File: src/rtl/mult_pkg.sv
// Shared definitions for the 8-bit shift-add multiplier: operand width and
// the controller state encoding, reused by the AQ register and ripple adder.
package mult_pkg;

  localparam int MULT_WIDTH = 8;

  typedef enum logic [2:0] {
    IDLE  = 3'd0,
    LOAD  = 3'd1,
    ADD   = 3'd2,
    SHIFT = 3'd3,
    DONE  = 3'd4
  } ctrl_state_t;

endpackage

File: src/rtl/mult_controller_if.sv
// Control bundle between the multiplier sequencer and the AQ register/adder
// datapath. The master modport is the sequencer; the slave modport is the datapath side.
interface mult_controller_if #(
  parameter int CNT_W = $clog2(mult_pkg::MULT_WIDTH)
) ();

  // Handshake: start is a level request that is only sampled while idle; there is no
  // ready, busy covers LOAD through the final SHIFT and done pulses for one cycle after it.
  logic                  start;
  logic                  q0;
  logic                  load;
  logic                  add;
  logic                  shift;
  logic                  busy;
  logic                  done;
  logic [CNT_W-1:0]      count;
  mult_pkg::ctrl_state_t state;

  modport master (
    input  start, q0,
    output load, add, shift, busy, done, count, state
  );

  modport slave (
    output start, q0,
    input  load, add, shift, busy, done, count, state
  );

endinterface

File: src/rtl/mult_controller.sv
// Sequencing FSM for the shift-add multiplier: load, then one ADD/SHIFT pair
// per multiplier bit, then a one-cycle done pulse. Latency is operand-independent.
module mult_controller
  import mult_pkg::*;
#(
  parameter int WIDTH = MULT_WIDTH,
  parameter int CNT_W = $clog2(WIDTH)
) (
  input  logic               clock,
  input  logic               reset,
  mult_controller_if.master  bus
);

  localparam logic [CNT_W-1:0] LAST = CNT_W'(WIDTH - 1);

  ctrl_state_t      state_q;
  ctrl_state_t      state_d;
  logic [CNT_W-1:0] count_q;
  logic [CNT_W-1:0] count_d;

  always_ff @(posedge clock or posedge reset) begin
    if (reset) begin
      state_q <= IDLE;
      count_q <= '0;
    end else begin
      state_q <= state_d;
      count_q <= count_d;
    end
  end

  // Count is cleared on entry to LOAD so it already reads 0 during the LOAD cycle.
  always_comb begin
    state_d = state_q;
    count_d = count_q;
    case (state_q)
      IDLE: begin
        if (bus.start) begin
          state_d = LOAD;
          count_d = '0;
        end
      end
      LOAD: begin
        count_d = '0;
        state_d = ADD;
      end
      ADD: begin
        state_d = SHIFT;
      end
      SHIFT: begin
        if (count_q == LAST) begin
          state_d = DONE;
        end else begin
          count_d = count_q + CNT_W'(1);
          state_d = ADD;
        end
      end
      DONE: begin
        state_d = IDLE;
      end
      default: begin
        state_d = IDLE;
        count_d = '0;
      end
    endcase
  end

  // ADD with q0 = 0 is a deliberate idle cycle so every iteration costs two cycles.
  always_comb begin
    bus.load  = 1'b0;
    bus.add   = 1'b0;
    bus.shift = 1'b0;
    bus.busy  = 1'b0;
    bus.done  = 1'b0;
    case (state_q)
      LOAD: begin
        bus.load = 1'b1;
        bus.busy = 1'b1;
      end
      ADD: begin
        bus.add  = bus.q0;
        bus.busy = 1'b1;
      end
      SHIFT: begin
        bus.shift = 1'b1;
        bus.busy  = 1'b1;
      end
      DONE: begin
        bus.done = 1'b1;
      end
      default: begin
        bus.busy = 1'b0;
      end
    endcase
  end

  assign bus.count = count_q;
  assign bus.state = state_q;

endmodule

File: src/flat_wrapper.sv
// flat-port wrapper written by rule: the top's interface ports become plain ports
module mult_controller_flat import mult_pkg::*;
#(
  parameter int WIDTH = MULT_WIDTH,
  parameter int CNT_W = $clog2(WIDTH)
)
  (clock, reset, bus_start, bus_q0, bus_load, bus_add, bus_shift, bus_busy, bus_done, bus_count, bus_state);
  mult_controller_if #(.CNT_W(CNT_W)) bus_i ();
  input  logic clock;
  input  logic reset;
  input wire logic [$bits(bus_i.start)-1:0] bus_start;
  input wire logic [$bits(bus_i.q0)-1:0] bus_q0;
  output wire logic [$bits(bus_i.load)-1:0] bus_load;
  output wire logic [$bits(bus_i.add)-1:0] bus_add;
  output wire logic [$bits(bus_i.shift)-1:0] bus_shift;
  output wire logic [$bits(bus_i.busy)-1:0] bus_busy;
  output wire logic [$bits(bus_i.done)-1:0] bus_done;
  output wire logic [$bits(bus_i.count)-1:0] bus_count;
  output wire logic [$bits(bus_i.state)-1:0] bus_state;
  assign bus_i.start = bus_start;
  assign bus_i.q0 = bus_q0;
  assign bus_load = bus_i.load;
  assign bus_add = bus_i.add;
  assign bus_shift = bus_i.shift;
  assign bus_busy = bus_i.busy;
  assign bus_done = bus_i.done;
  assign bus_count = bus_i.count;
  assign bus_state = bus_i.state;
  mult_controller #(.WIDTH(WIDTH), .CNT_W(CNT_W)) u_core (.clock(clock), .reset(reset), .bus(bus_i));
endmodule
File: config.mk
export PLATFORM = sky130hd
export DESIGN_NAME = mult_controller_flat
export DESIGN_NICKNAME = d
export VERILOG_FILES = /design/src/rtl/mult_pkg.sv /design/src/rtl/mult_controller_if.sv /design/src/rtl/mult_controller.sv /design/src/flat_wrapper.sv
export SDC_FILE = /design/constraint.sdc
export NUM_CORES = 1
export LEC_CHECK = 0
export ABC_CLOCK_PERIOD_IN_PS = 2800
export CAP_MARGIN = 20
export CORE_AREA = 4 4 41 43
export CTS_BUF_LIST = sky130_fd_sc_hd__clkbuf_16
export DETAILED_ROUTE_END_ITERATION = 8
export DIE_AREA = 0 0 45 47
export SETUP_SLACK_MARGIN = 0.3
export SLEW_MARGIN = 20
export SYNTH_ARGS = -nofsm -noshare
export SYNTH_HDL_FRONTEND = slang
export SYNTH_SLANG_ARGS = --single-unit
File: constraint.sdc
create_clock -name clock -period 2.8 [get_ports clock]
set_input_delay 0.56 -clock clock [delete_from_list [all_inputs] [get_ports clock]]
set_output_delay 0.56 -clock clock [all_outputs]
set_load 0.05 [all_outputs]
==> flow_summary.json, run 1 <==
{
  "antenna_found_initial": 0,
  "crit_type": "register to primary output",
  "clk_latency_ps": 230,
  "clock-root-buffer": "clkbuf_16",
  "reg2reg_slack_ps": 1270,
  "finalClockSkew_ps": 2.208,
  "dieArea_sq_um": 2115,
  "post_cts_resized": 0,
  "num_rows": 13,
  "cts_tree": "built",
  "critPathLaunchType": "register",
  "die_w_microns": 45,
  "relSlewSlack_pct": 66.32,
  "reg2reg_to": "u_core.bus.count[0]$_DFFE_PP0P_",
  "initial_core_util_pct": 28.65,
  "min_period_ps": 2402,
  "cts_setup_buffers": 0,
  "min_path_type": "register to register",
  "holdPathEnd": "u_core.bus.count[1]$_DFFE_PP0P_",
  "ys_ff_latch": 6,
  "grt_max_degree": 13,
  "syn_area_sq_um": 372.9,
  "status": "finished, final reports clean",
  "period_share_pct": 85.78,
  "track_usage_pct": 10.26,
  "ctsHoldBuffers": 0,
  "maxCapViolations": 0,
  "cp_max_fo": 9,
  "post-route-drc-count": 0,
  "die_h_microns": 47,
  "synth_nets": 41,
  "cts.sinks": 6,
  "cts.clk_slew.worst_paths_ps": 30,
  "rsz0062_at_grt": "false",
  "hold_viol": 0,
  "r2r_start": "u_core.bus.count[0]$_DFFE_PP0P_",
  "wirelength_microns": 820,
  "tns_ps": 0,
  "drtPass1Iterations": 3,
  "yosysUniqueCellTypes": 19,
  "numCtsBuffers": 3,
  "arrival_ps": 1840,
  "finalMaxSlewViolations": 0,
  "grt_pass1_wl_microns": 1400,
  "io_pins": 15,
  "vias": 319,
  "syn_area_per_cell_sq_um": 10.65,
  "tightest_slew_ps": 503.5,
  "antennaDiodeCount": 0,
  "hpwl_microns": 587.7,
  "fillers": 138,
  "clockBufferDepth": 2,
  "endpoint_kind": "primary output",
  "overflow": 0,
  "place.gp.congestion": 0.7717,
  "finalNetCount": 58,
  "hp-start": "u_core.bus.count[1]$_DFFE_PP0P_",
  "seq_area_frac_synth_pct": 40.27,
  "vias_per_cell": 4.908,
  "drt_iter0_drc": 4,
  "finalSetupViolCount": 0,
  "core_region_area_sq_um": 1301,
  "grt_pass1_vias": 312,
  "numPortBuffers": 14,
  "yosysWarnings": 0,
  "htreeDepth": 1,
  "hold_depth": 1,
  "drive_gt1_share_pct": 26.00,
  "ff2ff_path_depth": 5,
  "cp.required_ps": 2240,
  "routedWlPerCell_microns": 12.62,
  "fmax_ghz": 0.4163,
  "final_antenna_net_count": 0,
  "postSynthCellCount": 35,
  "area_growth_pct": 57.05
}
[worst max-delay path, cell delays in order, from the launching register on]
cell             delay [ps]
dfrtp_1                 510
nor3b_2                 260
clkdlybuf4s50_1         830
[Yosys cell counts]
master    number  area share, %
a22o_1         2            4.7
nor2_1         5            5.0
o21ai_0        1            1.3
a31o_1         1            2.3
mux2_2         1            3.0
dfrtp_1        6             40
buf_6          1            3.0
inv_2          1            1.0
buf_4          1            2.0
and3_2         2            4.0
and2_2         1            2.0
a221oi_2       1            4.0
nand2_1        3            3.0
inv_1          1            1.0
nor3_1         3            4.0
and2b_2        1            2.3
nor3b_2        1            3.4
ha_1           2            6.7
nor4bb_4       1            6.7
[worst max-delay path by stage]
stage,slack [ps],cells after the start,from,end
after CTS,400,2,u_core.bus.state[2]$_DFFE_PP0P_,bus_done
after detailed placement,650,4,u_core.bus.state[2]$_DFFE_PP0P_,bus_load
after floorplan,320,3,u_core.bus.state[1]$_DFFE_PP0P_,bus_add
after global placement,660,4,u_core.bus.state[2]$_DFFE_PP0P_,bus_load
final,400,2,u_core.bus.state[2]$_DFFE_PP0P_,bus_done
after global routing,310,2,u_core.bus.state[2]$_DFFE_PP0P_,bus_done
[logic make-up after synthesis]
family	count (synthesis)	synth area share [%]
and+or+nand+nor	17	30.53
muxes	1	3.020
AOI/OAI and AO/OA	5	12.41
adders and majority gates	2	6.710
buffers and inverters	4	7.046
DFF	6	40.27
[metal layers]
metal	share of wire (%)	up-vias	global-route usage (%)
li1	-	154	-
met1	43	147	11.60
met2	43	13	12.15
met3	10	5	6.897
met4	3.5	0	10.53
met5	0	-	0
[state kept, by name, indices dropped and copies added (netlist names)]
signal            cells
u_core.bus.count      3
u_core.bus.state      3
[metrics by stage]
step                      setup WS, ps  area [sq um]  cells  hold WS [ps]  utilization, %
after floorplan                  321.6         372.9     35         351.0               -
after global placement           661.8         510.5     62         527.0           39.23
after detailed placement         651.4         510.5     62         525.2           39.23
after CTS                        398.6         585.6     65         541.8           45.00
after global routing             313.6         585.6     65         553.9           45.00
final                            398.1         585.6     65         539.5           45.00
[layout by cell type, fill, tap and decap left out, types with 2 or more instances in the layout]
cell type | synthesis | final
a22o_1 | 2 | 2
and3_2 | 2 | 2
clkbuf_16 | 0 | 3
clkdlybuf4s50_1 | 0 | 13
dfrtp_1 | 6 | 6
ha_1 | 2 | 2
nand2_1 | 3 | 3
nor2_1 | 5 | 5
nor3_1 | 3 | 3
[area by class of cell]
class / count / area, sq um / share of cell area [%]
Inverter: 2 / 7.507 / 1.282
Clock buffer: 3 / 75.07 / 12.82
Tap cell: 15 / 18.77 / 3.205
Multi-Input combinational cell: 25 / 196.4 / 33.55
Sequential cell: 6 / 150.1 / 25.64
Timing Repair Buffer: 14 / 137.6 / 23.50
Power of run 1 is not shown: default switching activity piles up to over one toggle a cycle in this logic, so the estimate is an artifact.
==> run 2: changes to the inputs <==
--- a/config.mk
+++ b/config.mk
@@ -5,14 +5,14 @@
 export SDC_FILE = /design/constraint.sdc
 export NUM_CORES = 1
 export LEC_CHECK = 0
-export ABC_CLOCK_PERIOD_IN_PS = 2800
+export ABC_CLOCK_PERIOD_IN_PS = 3100
 export CAP_MARGIN = 20
 export CORE_AREA = 4 4 41 43
 export CTS_BUF_LIST = sky130_fd_sc_hd__clkbuf_16
 export DETAILED_ROUTE_END_ITERATION = 8
 export DIE_AREA = 0 0 45 47
 export SETUP_SLACK_MARGIN = 0.3
-export SLEW_MARGIN = 20
+export SKIP_LAST_GASP = 1
 export SYNTH_ARGS = -nofsm -noshare
 export SYNTH_HDL_FRONTEND = slang
 export SYNTH_SLANG_ARGS = --single-unit
==> constraint.sdc (replaced) <==
create_clock -name clock -period 3.1 [get_ports clock]
set_input_delay 0.62 -clock clock [delete_from_list [all_inputs] [get_ports clock]]
set_output_delay 0.62 -clock clock [all_outputs]
set_load 0.05 [all_outputs]
==> results of run 2 <==
Same layout as run 1 (identical final DEF). Status: finished, final reports clean.
Main changes from that run: setup slack after placement 651.4 ps -> 891.4 ps; setup slack after layout 398.1 ps -> 638.1 ps; register-to-register setup slack 1270 ps -> 1570 ps
Power of run 2 is left out for the same reason.
